### config.mk
export PLATFORM = sky130hd
export DESIGN_NAME = ro_stress_sequencer
export DESIGN_NICKNAME = d
export VERILOG_FILES = /design/src/rtl/ro_test_pkg.sv /design/src/rtl/ro_edge_counter.sv /design/src/rtl/ro_stress_sequencer.sv
export SDC_FILE = /design/constraint.sdc
export NUM_CORES = 1
export LEC_CHECK = 0
export BUFFER_PORTS_ARGS = -buffer_cell sky130_fd_sc_hd__clkbuf_2
export CAP_MARGIN = 5
export CORE_MARGIN = 3
export CORE_UTILIZATION = 55
export DETAILED_ROUTE_END_ITERATION = 16
export GPL_TIMING_DRIVEN = 0
export PLACE_DENSITY_LB_ADDON = 0.05
export SETUP_SLACK_MARGIN = 0.15
export SLEW_MARGIN = 5
export SYNTH_ARGS = -nofsm -noshare
export SYNTH_HDL_FRONTEND = slang
export SYNTH_SLANG_ARGS = --single-unit
export TNS_END_PERCENT = 20
### constraint.sdc
create_clock -name clk -period 3.1 [get_ports clk]
set_clock_uncertainty 0.05 [all_clocks]
set_input_delay 0.31 -clock clk [delete_from_list [all_inputs] [get_ports clk]]
set_output_delay 0.31 -clock clk [all_outputs]
set_load 0.01 [all_outputs]
### src/rtl/ro_test_pkg.sv
// Shared definitions for ring-oscillator test blocks: sequencer state encoding,
// default widths and the Mode/Stress control pairs driven onto the oscillator.
package ro_test_pkg;

    localparam int RO_CNT_W  = 16;
    localparam int RO_TIME_W = 24;

    typedef logic [2:0] ro_seq_state_t;

    localparam ro_seq_state_t ST_IDLE    = 3'd0;
    localparam ro_seq_state_t ST_MEASURE = 3'd1;
    localparam ro_seq_state_t ST_REPORT  = 3'd2;
    localparam ro_seq_state_t ST_STRESS  = 3'd3;
    localparam ro_seq_state_t ST_SETTLE  = 3'd4;

    typedef struct packed {
        logic mode;
        logic stress;
    } ro_ctrl_t;

    localparam ro_ctrl_t CTRL_IDLE    = '{mode: 1'b0, stress: 1'b0};
    localparam ro_ctrl_t CTRL_MEASURE = '{mode: 1'b1, stress: 1'b0};
    localparam ro_ctrl_t CTRL_STRESS  = '{mode: 0, stress: 1'b1};

    // Only MEASURE and STRESS drive the oscillator; the two are mutually exclusive.
    function automatic ro_ctrl_t ctrl_for(input ro_seq_state_t st);
        ctrl_for = CTRL_IDLE;
        case (st)
            ST_MEASURE: ctrl_for = CTRL_MEASURE;
            ST_STRESS:  ctrl_for = CTRL_STRESS;
            default:    ctrl_for = CTRL_IDLE;
        endcase
    endfunction

endpackage

### src/rtl/ro_edge_counter.sv
// Counts rising edges of an asynchronous oscillator output: 2-flop synchronizer,
// edge-detect flop and a saturating counter with synchronous clear and enable.
module ro_edge_counter #(
    parameter int CNT_W = 16
) (
    input  logic             clk,
    input  logic             rst_n,
    input  logic             sig_in,
    input  logic             clear,
    input  logic             enable,
    output logic [CNT_W-1:0] count
);

    logic sync_q1;
    logic sync_q2;
    logic prev_q;
    logic rise;
    logic [CNT_W-1:0] count_nxt;

    always_ff @(posedge clk or negedge rst_n) begin
        if (!rst_n) begin
            sync_q1 <= 1'b0;
            sync_q2 <= 1'b0;
            prev_q  <= 1'b0;
        end else begin
            sync_q1 <= sig_in;
            sync_q2 <= sync_q1;
            prev_q  <= sync_q2;
        end
    end

    assign rise = sync_q2 & ~prev_q;

    // Clear wins over counting; the count sticks at all-ones instead of wrapping.
    always_comb begin
        count_nxt = count;
        if (clear) begin
            count_nxt = '0;
        end else if (enable && rise && (count != '1)) begin
            count_nxt = count + 1'b1;
        end
    end

    always_ff @(posedge clk or negedge rst_n) begin
        if (!rst_n) begin
            count <= '0;
        end else begin
            count <= count_nxt;
        end
    end

endmodule

### src/rtl/ro_stress_sequencer.sv
// Ring-oscillator aging sequencer: baseline measurement, then n_iter rounds of
// DC stress, settle and measure, each count returned over a valid/ready handshake.
module ro_stress_sequencer
    import ro_test_pkg::*;
#(
    parameter int CNT_W         = RO_CNT_W,
    parameter int TIME_W        = RO_TIME_W,
    parameter int SETTLE_CYCLES = 16
) (
    input  logic              clk,
    input  logic              rst_n,
    input  logic              start,
    input  logic              abort,
    input  logic [TIME_W-1:0] stress_len,
    input  logic [TIME_W-1:0] gate_len,
    input  logic [7:0]        n_iter,
    input  logic              ro_in,
    output logic              ro_mode,
    output logic              ro_stress,
    output logic              busy,
    output logic              res_valid,
    input  logic              res_ready,
    output logic [CNT_W-1:0]  res_count,
    output logic [7:0]        res_index
);

    ro_seq_state_t     state;
    ro_seq_state_t     state_nxt;
    logic [TIME_W-1:0] dur;
    logic [TIME_W-1:0] dur_nxt;
    logic [TIME_W-1:0] stress_len_r;
    logic [TIME_W-1:0] gate_len_r;
    logic [7:0]        n_iter_r;
    logic              cnt_clear;
    logic              cnt_en;
    ro_ctrl_t          ctrl_nxt;

    // Each timed state loads its length on entry and leaves when one cycle remains.
    always_comb begin
        state_nxt = state;
        dur_nxt   = dur;
        case (state)
            ST_IDLE: begin
                if (start) begin
                    if (gate_len == '0) begin
                        state_nxt = ST_REPORT;
                    end else begin
                        state_nxt = ST_MEASURE;
                        dur_nxt   = gate_len;
                    end
                end
            end
            ST_MEASURE: begin
                if (dur <= TIME_W'(1)) begin
                    state_nxt = ST_REPORT;
                    dur_nxt   = '0;
                end else begin
                    dur_nxt = dur - 1'b1;
                end
            end
            ST_REPORT: begin
                if (res_valid && res_ready) begin
                    if (res_index == n_iter_r) begin
                        state_nxt = ST_IDLE;
                    end else if (stress_len_r == '0) begin
                        state_nxt = ST_SETTLE;
                        dur_nxt   = TIME_W'(SETTLE_CYCLES);
                    end else begin
                        state_nxt = ST_STRESS;
                        dur_nxt   = stress_len_r;
                    end
                end
            end
            ST_STRESS: begin
                if (dur <= TIME_W'(1)) begin
                    state_nxt = ST_SETTLE;
                    dur_nxt   = TIME_W'(SETTLE_CYCLES);
                end else begin
                    dur_nxt = dur - 1'b1;
                end
            end
            ST_SETTLE: begin
                if (dur <= TIME_W'(1)) begin
                    if (gate_len_r == '0) begin
                        state_nxt = ST_REPORT;
                        dur_nxt   = '0;
                    end else begin
                        state_nxt = ST_MEASURE;
                        dur_nxt   = gate_len_r;
                    end
                end else begin
                    dur_nxt = dur - 1'b1;
                end
            end
            default: begin
                state_nxt = ST_IDLE;
                dur_nxt   = '0;
            end
        endcase
        if (abort) begin
            state_nxt = ST_IDLE;
            dur_nxt   = '0;
        end
    end

    // A zero-length window reaches REPORT without MEASURE, so the count is cleared then too.
    assign cnt_clear = (state_nxt != state) &&
                       ((state_nxt == ST_MEASURE) ||
                        ((state_nxt == ST_REPORT) && (state != ST_MEASURE)));
    assign cnt_en    = (state == ST_MEASURE);
    assign ctrl_nxt  = ctrl_for(state_nxt);

    ro_edge_counter #(
        .CNT_W (CNT_W)
    ) u_edge_counter (
        .clk    (clk),
        .rst_n  (rst_n),
        .sig_in (ro_in),
        .clear  (cnt_clear),
        .enable (cnt_en),
        .count  (res_count)
    );

    // Outputs are decoded from the next state so they change together with it.
    always_ff @(posedge clk or negedge rst_n) begin
        if (!rst_n) begin
            state        <= ST_IDLE;
            dur          <= '0;
            stress_len_r <= '0;
            gate_len_r   <= '0;
            n_iter_r     <= '0;
            ro_mode      <= 1'b0;
            ro_stress    <= 1'b0;
            busy         <= 1'b0;
            res_valid    <= 1'b0;
            res_index    <= '0;
        end else begin
            state     <= state_nxt;
            dur       <= dur_nxt;
            ro_mode   <= ctrl_nxt.mode;
            ro_stress <= ctrl_nxt.stress;
            busy      <= (state_nxt != ST_IDLE);
            res_valid <= (state_nxt == ST_REPORT);
            if ((state == ST_IDLE) && start && !abort) begin
                stress_len_r <= stress_len;
                gate_len_r   <= gate_len;
                n_iter_r     <= n_iter;
                res_index    <= '0;
            end else if ((state == ST_REPORT) && (state_nxt != ST_IDLE) &&
                         (state_nxt != ST_REPORT)) begin
                res_index <= res_index + 1'b1;
            end
        end
    end

endmodule
* Word-level counts from Yosys, hierarchy flattened
Cells that the tools add are included.
** Word-level totals
- Word-level logic and storage cells :: 82
- Bits of input ports :: 62
- Register bits after elaboration :: 114
- Output and inout bits :: 28
** Cells by class
- $lt $le $gt $ge :: 1
- Equality and inequality tests :: 16
- Muxes and demuxes :: 27
- Reduce and logical (&&, ||, !) cells :: 19
- $add $sub $neg :: 3
- Bitwise logic cells :: 2
** Operator list (count)
- 24-bit two-way mux :: 10
- 24-bit case mux with 5 select lines :: 1
- 24-bit zero test :: 3
- 16-bit two-way mux :: 2
- 24-bit by 1-bit less-or-equal comparator with 1-bit output, second input constant :: 1
- 3-bit two-way mux :: 8
- 24-bit by 1-bit subtractor with 24-bit output, second input constant :: 1
- 16-bit by 1-bit adder with 16-bit output, second input constant :: 1
- 8-bit two-way mux :: 2
- 16-bit != test, second input constant :: 1
- 3-bit case mux with 5 select lines :: 1
- 3-bit by 2-bit == test with 1-bit output, second input constant :: 4
- 3-bit != test, second input constant :: 4
- 1-bit logical AND :: 9
- 8-bit by 1-bit adder with 8-bit output, second input constant :: 1
- 8-bit == test :: 1
- 3-bit by 1-bit == test with 1-bit output, second input constant :: 2
- 2-bit two-way mux :: 2
- 2-bit case mux with 2 select lines :: 1
- 4-bit AND reduction :: 1
- 2-bit nonzero test :: 2
- 3-bit == test, second input constant :: 1
- 3-bit zero test :: 1
- 3-bit by 1-bit != test with 1-bit output, second input constant :: 1
- 7 further kinds :: 7

* Depth between registers and ports, before layout
- Word-level depth :: 11
- Depth in mapped cells :: 10
- Mapped depth without buffers :: 9

* Modules after synthesis
A second synthesis with hierarchy kept.
** Unflattened totals
- Cells, all modules :: 726
- Area, all modules :: 6190.9 um2
** Modules (own cells, without submodules)
- ro_stress_sequencer :: sequential area each 2377.3 um2, area an instance 5173.7 um2, cells each 624, times used 1
- ro_edge_counter :: sequential area each 475.5 um2, area an instance 1017.2 um2, cells each 102, times used 1

* Worst setup path before layout
No wires, ideal clock.
- Kind :: register to register
- From :: reg dur[0]
- To :: reg dur[22]
- Setup time :: 133 ps
- Arrival :: 2429 ps
- Stages on the path, launching flop included :: 10
- Required time :: 2917 ps
- Slack :: 488 ps
- Period minus slack after synthesis :: 2612 ps
- Buffers on the path :: 0
- Path through :: dfrtp_1 inv_1 ha_1 nor3b_1 nand4_1 or4_1 a22oi_1 o31ai_1 a222oi_1 o21ai_0
** On the way
- Longest elaborated chain between the ends :: 4
- Elaborated cells between the ends (all ways) :: 7
- Classes of those cells :: 1 x add/sub; 1 x order compare; 5 x mux
** RTL lines
- start, declared :: line ro_stress_sequencer.sv:29 : logic [TIME_W-1:0] dur;
- start signal, assigned :: line ro_stress_sequencer.sv:139 : dur <= dur_nxt;
- 24-bit by 1-bit subtractor with 24-bit output / 24-bit by 1-bit less-or-equal comparator with 1-bit output (equally long branches)
- 24-bit two-way mux (on tied branches) :: line ro_stress_sequencer.sv:83, ro_stress_sequencer.sv:54, ro_stress_sequencer.sv:75
- 24-bit case mux with 5 select lines (*) :: line ro_stress_sequencer.sv:42 : case (state)
- 24-bit two-way mux (*) :: line ro_stress_sequencer.sv:100 : if (abort) begin
Mark *: on every way between the ends. The rest lies on a longest branch, timed or not.
A chain may end at the register's enable or synchronous reset.

* Final worst setup path
- From :: reg dur[11]
- To :: reg res_index[6]
** On the way
- Longest elaborated chain between the ends :: 8
- Elaborated cells between the ends (all ways) :: 11
- Classes of those cells :: 1 x order compare; 1 x eq/ne; 5 x mux; 4 x reduce/logical
** RTL lines
- 24-bit by 1-bit less-or-equal comparator with 1-bit output (*) :: line ro_stress_sequencer.sv:54, ro_stress_sequencer.sv:75, ro_stress_sequencer.sv:83
- 3-bit two-way mux (on tied branches) :: line ro_stress_sequencer.sv:83, ro_stress_sequencer.sv:54, ro_stress_sequencer.sv:75
- 3-bit case mux with 5 select lines (*) :: line ro_stress_sequencer.sv:42
- 3-bit two-way mux (*) :: line ro_stress_sequencer.sv:100
- 3-bit nonzero test :: line ro_stress_sequencer.sv:149 : end else if ((state == ST_REPORT) && (state_nxt != ST_IDLE) &&
- 1-bit logical AND :: line ro_stress_sequencer.sv:149
- 1-bit logical AND (*) :: line ro_stress_sequencer.sv:149
- 2-bit nonzero test (no source line) (*)
- end signal, assigned :: line ro_stress_sequencer.sv:151 : res_index <= res_index + 1'b1;
- end, declared :: line ro_stress_sequencer.sv:24 : output logic [7:0] res_index
Marked as above.

==> metrics <==
worst-path maximum fanout=6; Slew Viols, Final=0; largest net degree at the start of global routing=69; Die W=111.6 um; number of global-route vias before repair=6132; Die H=111.6 um; internal power=3196 uW; Setup-failing EPs final=0; Clock Power Share=38.0%; total grt overflow=0; Sw Share=31.23%; H-tree depth=4; setup repair after global routing missed its margin=true; Total GRT Usage=32.71%; IR drop worst, VDD=0.4822 mV; count of input and output buffers=89; EDFF count, synth=0; clock-pin slew on the worst setup and hold paths=60 ps; initial antenna violation count=0; post-synth cell types=56; Starting Density=57.89%; Area after DPL=0.006789 mm2; number of buffers and inverters on the critical path=1; M1 wire length=7994 um; Die Footprint=0.01246 mm2; Main synth FF type=dfrtp_1; Max Clock Freq=340.7 MHz; Initial DRC Count=687; Power Dens Cells=581.3 mW/mm2; critical-path cell list=nor4_4, o2111ai_1, or2_0, clkbuf_1, a21oi_4, a221oi_2, or4_1, a21oi_1; DR WL/cell=19.45 um; Async SR Flop Fraction=100.0%; Crit path max-delay family=simple AND/OR/NAND/NOR gates; minimum clock period=2935 ps; vias=6286; Syn. warnings=0; Worst setup EP type=register; total area of sequential cells=0.002853 mm2; gpl congestion=0.9789; DR vias/cell=6.133; area leader, netlist=dfrtp_1; Core ar.=0.01060 mm2; ANT cells=0; first drt pass iteration count=6; most frequent cell after synthesis=nand2_1; Remaining DRCs=0; kind of critical path=register to register; slowest stage delay, CP=540 ps; Synth area leaders=dfrtp_1, nand2_1, o21ai_0; Worst-Skew Late Latency=530 ps; Post-Layout Inst Area=0.007995 mm2; post-synthesis instance total=704; met2 wire length=9400 um; WP data required=3500 ps; Seq/Total Area, Yosys=46.48%; Final nets=943; outcome=finished clean; global-route wire length before repair=32380 um; Antenna Violating Nets Remaining=0; Routed WL=19940 um; post-layout util=75.42%; Syn Area/Cell=8.718 um2; fillers=763; CTS root buffer=clkbuf_8; CTS Sinks=114; Final Power=4648 uW; final hold violation count=0; Ports=90; Max Used Layer=met4; area of the multi-input gates=0.003172 mm2; synthesized area=0.006137 mm2; Gate power share=21.2%; Fin Hold WS=30.36 ps; worst-margin pin slew=788.8 ps; synthesized net count=770; HPWL after DPL=13430 um; critical path data arrival time=3340 ps; top cell type's share of synthesized area=46.48%; CTS Buf Count=17; period utilization=94.69%; CTS tree=yes; Slew headroom=47.41%; Longest Clk Path Bufs=2; Sequential Power Share=40.8%; Pleak=0.003769 uW; max-cap viol count=0; Worst setup SP type=register; Seq cells post-synth=114; Min-Delay Path Class=input port to register; Area Overhead vs Synth=30.28%; Post-synth top cells=nand2_1, dfrtp_1, o21ai_0; proportion of layout cells with a drive suffix above 1=18.11%; critical path's slowest cell=or4_1; Net Switching=1452 uW; Sum Neg Setup Slack=0 ps; Detail Route met3 WL=1913 um; row count=37
[worst min-delay path, delay by kind of cell]
family | cells | cell delay (ps)
buffers and inverters | 1 | 120
AND/OR/NAND/NOR | 2 | 130
[per-layer routing]
metal  vias to the layer above  track usage [%]
met3                        55            8.261
met1                      3011            43.69
li1                       2846                -
met4                         0            10.95
met2                       374            52.36
met5                         -                0
[final timing paths]
kind / start / to / slack, ps / cells past startpoint
setup / recovery: dur[11] / res_index[6] / 160 / 8
hold / removal: gate_len[9] / gate_len_r[9] / 30 / 3
setup reg to reg: dur[11] / res_index[6] / 160 / 8
hold reg to reg: u_edge_counter.sync_q1 / u_edge_counter.sync_q2 / 310 / 0
max in group asynchronous: rst_n / n_iter_r[4] / 2100 / 3
min in group asynchronous: rst_n / gate_len_r[8] / 230 / 2
[metrics by stage]
stage	instances	worst slack, ps
CTS	1021	23.33
global placement	929	-42.98
floorplan	704	487.7
finish	1025	164.5
detailed placement	930	-85.35
global route	1025	30.68
[repair_timing]
item	CTS	global route
gates resized for setup	4	9
gates cloned	0	0
endpoints found under the hold margin	102	0
hold buffers	57	0
setup buffers	3	4
endpoints found under the setup margin	34	86
pin swaps	1	2
[final cells by class]
class / instances / area share (%)
Buffer: 35 / 1.894
Clock buffer: 25 / 5.931
Clock inverter: 6 / 0.6886
Inverter: 4 / 0.1878
Multi-Input combinational cell: 551 / 39.67
Sequential cell: 114 / 35.68
Tap cell: 136 / 2.128
Timing Repair Buffer: 154 / 13.82
[cell usage in the layout, fill, tap and decap left out, drive strengths merged, types with 4 or more instances in the layout]
cell,synthesis,final
a21oi,28,28
xor2,17,17
or2,4,4
buf,3,11
a222oi,21,21
nand4,11,11
a21o,5,5
nand2,238,238
a22oi,4,4
nand2b,4,4
nor3,7,7
and4,8,8
inv,4,4
o31ai,5,5
dfrtp,114,114
xnor2,23,23
nor2,29,29
or3,7,7
dlygate4sd3,0,57
o21ai,48,48
or4,9,9
clkbuf,32,146
clkinv,0,5
nor4,27,27
ha,4,4
nand3,9,9
mux2i,6,6
[kinds of logic after synthesis]
logic type | Yosys count | synth area share (%)
flops | 114 | 46.48
fa+ha+maj | 4 | 0.8155
compound gates | 133 | 15.11
simple gates | 367 | 27.99
xor+xnor | 40 | 5.708
mux | 7 | 1.223
buf+inv | 39 | 2.670
[state kept, by name, summed over array words and instances, names as in the netlist]
signal,flops
gate_len_r,24
dur,24
u_edge_counter.prev_q,1
res_index,8
state,3
stress_len_r,24
u_edge_counter.sync_q1,1
res_valid,1
u_edge_counter.sync_q2,1
u_edge_counter.count,16
ro_mode,1
n_iter_r,8
busy,1
ro_stress,1
[power groups by stage]
stage               Combinational (uW)  Sequential, uW  Clock [uW]
floorplan                          593            1840           0
global placement                   833            1900           0
CTS                                945            1880        1770
global route                      1080            1920        1860
finish                             987            1890        1770
detailed placement                 867            1900           0
Power figures use the tool's default switching activity.
